--- src/rtl/rr_arbiter_8.sv ---
// Eight-way round-robin arbiter with registered one-hot grant and one idle bubble between owners.
// Optional forced release after MAX_HOLD cycles when others wait: define RR_ARB_TIMEOUT_EN.
module rr_arbiter_8 #(
  parameter int MAX_HOLD = 16
) (
  input  logic       clk,
  input  logic       rst,
  input  logic [7:0] req,
  output logic [7:0] gnt,
  output logic       v,
  output logic       to
);

  typedef enum logic {IDLE, GRANT} state_t;

  state_t     state, state_nxt;
  logic [2:0] ptr, ptr_nxt;
  logic [2:0] cand, sel_idx;
  logic       sel_found;
  logic [7:0] gnt_nxt;

  generate
    if (MAX_HOLD < 2 || MAX_HOLD > 255) begin : g_bad_max_hold
      $error("rr_arbiter_8: MAX_HOLD must be within 2..255");
    end
  endgenerate

`ifdef RR_ARB_TIMEOUT_EN
  localparam logic [7:0] HOLD_LAST = 8'(MAX_HOLD - 1);
  logic [7:0] cnt, cnt_nxt;
  logic       to_nxt;
`endif

  // Search starts just past the last owner so it goes last on the next pass.
  always_comb begin
    sel_found = 1'b0;
    sel_idx   = ptr;
    cand      = ptr;
    for (int i = 1; i <= 8; i++) begin
      cand = ptr + 3'(i);
      if (!sel_found && req[cand]) begin
        sel_found = 1'b1;
        sel_idx   = cand;
      end
    end
  end

  always_comb begin
    state_nxt = state;
    gnt_nxt   = gnt;
    ptr_nxt   = ptr;
`ifdef RR_ARB_TIMEOUT_EN
    cnt_nxt   = cnt;
    to_nxt    = 1'b0;
`endif
    case (state)
      IDLE: begin
        gnt_nxt = 8'h00;
        if (sel_found) begin
          gnt_nxt   = 8'h01 << sel_idx;
          ptr_nxt   = sel_idx;
          state_nxt = GRANT;
`ifdef RR_ARB_TIMEOUT_EN
          cnt_nxt   = 8'h00;
`endif
        end
      end
      GRANT: begin
        // ptr always names the current owner while in GRANT.
        if (!req[ptr]) begin
          gnt_nxt   = 8'h00;
          state_nxt = IDLE;
        end
`ifdef RR_ARB_TIMEOUT_EN
        else if (cnt == HOLD_LAST) begin
          if ((req & ~gnt) != 8'h00) begin
            gnt_nxt   = 8'h00;
            state_nxt = IDLE;
            to_nxt    = 1'b1;
          end
        end else begin
          cnt_nxt = cnt + 8'h01;
        end
`endif
      end
      default: begin
        gnt_nxt   = 8'h00;
        state_nxt = IDLE;
      end
    endcase
  end

  always_ff @(posedge clk) begin
    if (rst) begin
      state <= IDLE;
      gnt   <= 8'h00;
      v     <= 1'b0;
      ptr   <= 3'd7;
    end else begin
      state <= state_nxt;
      gnt   <= gnt_nxt;
      v     <= |gnt_nxt;
      ptr   <= ptr_nxt;
    end
  end

`ifdef RR_ARB_TIMEOUT_EN
  always_ff @(posedge clk) begin
    if (rst) begin
      cnt <= 8'h00;
      to  <= 1'b0;
    end else begin
      cnt <= cnt_nxt;
      to  <= to_nxt;
    end
  end
`else
  assign to = 1'b0;
`endif

endmodule
--- config.mk ---
export PLATFORM = sky130hd
export DESIGN_NAME = rr_arbiter_8
export DESIGN_NICKNAME = d
export VERILOG_FILES = /design/src/rtl/rr_arbiter_8.sv
export SDC_FILE = /design/constraint.sdc
export NUM_CORES = 1
export LEC_CHECK = 0
export CORE_ASPECT_RATIO = 2
export CORE_UTILIZATION = 42
export CTS_CLUSTER_SIZE = 12
export DETAILED_ROUTE_END_ITERATION = 12
export GPL_TIMING_DRIVEN = 0
export PLACE_DENSITY = 0.63
export SETUP_SLACK_MARGIN = 0.1
export SLEW_MARGIN = 20
export SYNTH_ARGS = -nofsm -noshare
export SYNTH_HDL_FRONTEND = slang
export SYNTH_SLANG_ARGS = --single-unit
--- constraint.sdc ---
create_clock -name clk -period 8.16 [get_ports clk]
set_clock_uncertainty 0.1 [all_clocks]
set_input_delay 2.448 -clock clk [delete_from_list [all_inputs] [get_ports clk]]
set_output_delay 2.448 -clock clk [all_outputs]
set_load 0.01 [all_outputs]
==> flow_summary.yaml <==
logic_synthesis:
  netlist-cell-type-count: 60
  ys_seq_elements: 13
  synth_area_per_cell_um2: 9.38
  synth_edf_count: 0
  postSynthCellCount: 170
  ys_seq_area_share_pct: 16.3
  synthTopCellsByCount: "14 x mux2i_1, 13 x dfxtp_1, 13 x nand2_1, 12 x a21oi_1, 12 x mux4_2"
  async_reset_ff_share_pct: 0
  synth_most_common_cell: "mux2i_1"
  yosysTopAreaCell: "mux4_2"
  synth_top_flop_cell: "dfxtp_1"
  synth_area_mm2: 0.00160
  post-synth-top-area-fraction_pct: 16.9
  synth_fp_nets: 182
  yosys_warnings: 0
  synth_area_leaders: "mux4_2 17%, dfxtp_1 16%, mux2i_1 8.8%"
cells_and_area:
  design_area_mm2: 0.00188
  fillers: 343
  antennaDiodeCount: 0
  syn_to_final_growth_pct: 18.0
  seq_area_um2: 260
  fin_nets: 205
  multi_input_area_mm2: 0.00124
  fin_util_pct: 52.2
  drive_gt1_share_pct: 19.8
setup_path:
  critPathMaxStageDelay_ps: 770
  cp_slowest_cell: "a2111oi_0"
  r2r_cells: 13
  worstPathCellList: "clkdlybuf4s50_1, nor2b_1, a2111oi_0, o31a_2, a41o_1, nand2b_1, and3b_1, a32o_1"
  cp_max_fo: 8
  startpoint_type: "primary input"
  cp.arrival_ps: 5460
  end_kind: "flip-flop"
  crit_required_ps: 8190
  path_class: "in -> reg"
route:
  dr.first_iter.drc_count: 48
  wl_um: 4680
  wire_per_inst_um: 19.4
  drc_errors: 0
  wl_met1_um: 1670
  ant_nets: 0
  vias_per_cell: 6.34
  wl_met2_um: 2610
  wl_met3_um: 145
  vias: 1528
  top_layer_used: "met4"
  dr.pass1.iters: 4
floorplan:
  die_area_mm2: 0.00406
  pin_count: 20
  fp.dieH_um: 89.2
  dieWidth_um: 45.6
  rows: 31
  start_util_pct: 44.2
  core_mm2: 0.00361
place:
  port_buffers: 18
  hpwl_um: 3680
  dpl-instance-area_mm2: 0.00184
  gp_congestion: 0.861
clock_network:
  insertion_delay_ps: 240
  hold_buffers: 0
  clockRootBuffer: "clkbuf_8"
  cts_setup_buffers: 0
  clk_pin_slew_ps: 50
  cts_buffer_depth: 2
  clock-sinks: 13
  cts_buffers: 3
  post_cts_resized: 0
  cts_tree: "built"
  htree_levels: 1
hold_path:
  hold_path.class: "reg -> reg"
  whs_path_depth: 2
power_and_ir_drop:
  p_per_area_mw_per_mm2: 475
  switching_share_pct: 50.4
  irDropWorstVdd_mv: 0.257
  power.total_mw: 0.894
  power_leakage_nw: 0.734
  clockPowerShare_pct: 6.2
  p_seq_share_pct: 11.7
  p_sw_mw: 0.451
  combinationalPowerShare_pct: 82.1
  p_int_mw: 0.443
sta:
  hold_slack_ps: 380
  timing.final.hold_violations: 0
  tns_ps: 0
  worst_pin_slew_ps: 886
  relSlewSlack_pct: 39.4
  min_period_ps: 5430
  slew_viol_final: 0
  max_freq_mhz: 184
  rsz0062_at_grt: "no"
  setup_viol_count_final: 0
  timing.final.crit_share_pct: 66.6
global_routing:
  track_usage_pct: 26.6
  grt_max_degree: 11
  antenna_found_initial: 0
  overflow: 0
  grt_first_pass_wirelength_um: 7840
  grt_pass1_vias: 1605
outcome:
  status: "completed"
job:
  maxCapViolCount: 0
area by class of cell:
type                            count  area share (%)
Clock buffer                        4            2.39
Multi-Input combinational cell    141            66.0
Buffer                             10            3.79
Sequential cell                    13            13.8
Tap cell                           49            3.26
Timing Repair Buffer               18            9.57
Inverter                            6            1.20
critical path, delay by kind of cell:
kind | cells | cell delay, ps
and+or+nand+nor | 3 | 760
buffers and inverters | 1 | 540
AOI/OAI and AO/OA | 4 | 1700
final timing paths:
check	startpoint	to	slack, ps
worst max-delay path	req[2]	gnt[6]	2730
worst min-delay path	gnt[0]	gnt[0]	380
worst max register to register	ptr[1]	gnt[6]	4220
worst min register to register	gnt[0]	gnt[0]	380
metrics by stage:
stage | instances | worst slack [ps]
floorplan | 170 | 3680
global placement | 237 | 2590
detailed placement | 237 | 2590
CTS | 241 | 2840
global route | 241 | 2630
finish | 241 | 2730
sequential cells by signal (all words and copies together), names as in the netlist:
register  flops
gnt           8
ptr           3
state         1
v             1
logic make-up (layout without fill, tap and decap cells):
family | count (synthesis) | in the layout | share of synthesized area (%)
compound gates | 51 | 51 | 25.3
xor+xnor | 6 | 6 | 3.29
fa+ha+maj | 2 | 2 | 1.57
buf+inv | 16 | 38 | 5.88
flops | 13 | 13 | 16.3
mux | 34 | 34 | 31.6
other cells | 1 | 1 | 0.235
simple gates | 47 | 47 | 15.8
power by group through the flow:
stage / Clock, mW / Combinational (mW) / Sequential, mW
6_report: 0.0553 / 0.734 / 0.105
3_5_place_dp: 0 / 0.723 / 0.105
5_1_grt: 0.0593 / 0.795 / 0.108
3_3_place_gp: 0 / 0.708 / 0.104
4_1_cts: 0.0572 / 0.727 / 0.104
2_1_floorplan: 0 / 0.542 / 0.109
per-layer routing:
| layer | up-vias | global-route usage, % |
|---|---|---|
| met5 | - | 0 |
| met4 | 0 | 16.3 |
| met3 | 20 | 2.63 |
| met2 | 50 | 49.0 |
| met1 | 745 | 26.8 |
| li1 | 713 | - |
placed cells by master, fill, tap and decap left out, types with 2 or more instances in the layout:
cell type | netlist | final
mux2i_1 | 14 | 14
a2111oi_0 | 2 | 2
o21ai_1 | 2 | 2
buf_4 | 2 | 2
xnor2_1 | 4 | 4
and2_1 | 5 | 5
dfxtp_1 | 13 | 13
xor2_1 | 2 | 2
inv_1 | 6 | 6
o21ai_0 | 2 | 2
ha_1 | 2 | 2
mux4_2 | 12 | 12
clkdlybuf4s50_1 | 0 | 18
o21bai_1 | 2 | 2
nor2_1 | 9 | 9
a32o_1 | 4 | 4
clkbuf_1 | 1 | 2
clkbuf_8 | 0 | 3
o41ai_1 | 4 | 4
nand2_1 | 13 | 13
nand2b_1 | 3 | 3
nor4_1 | 2 | 2
o211ai_1 | 2 | 2
a21boi_0 | 2 | 2
a21oi_1 | 12 | 12
buf_6 | 3 | 3
buf_2 | 3 | 3
or3_1 | 2 | 2
nor2b_1 | 4 | 4
mux2_2 | 6 | 6
Power figures use the tool's default switching activity.
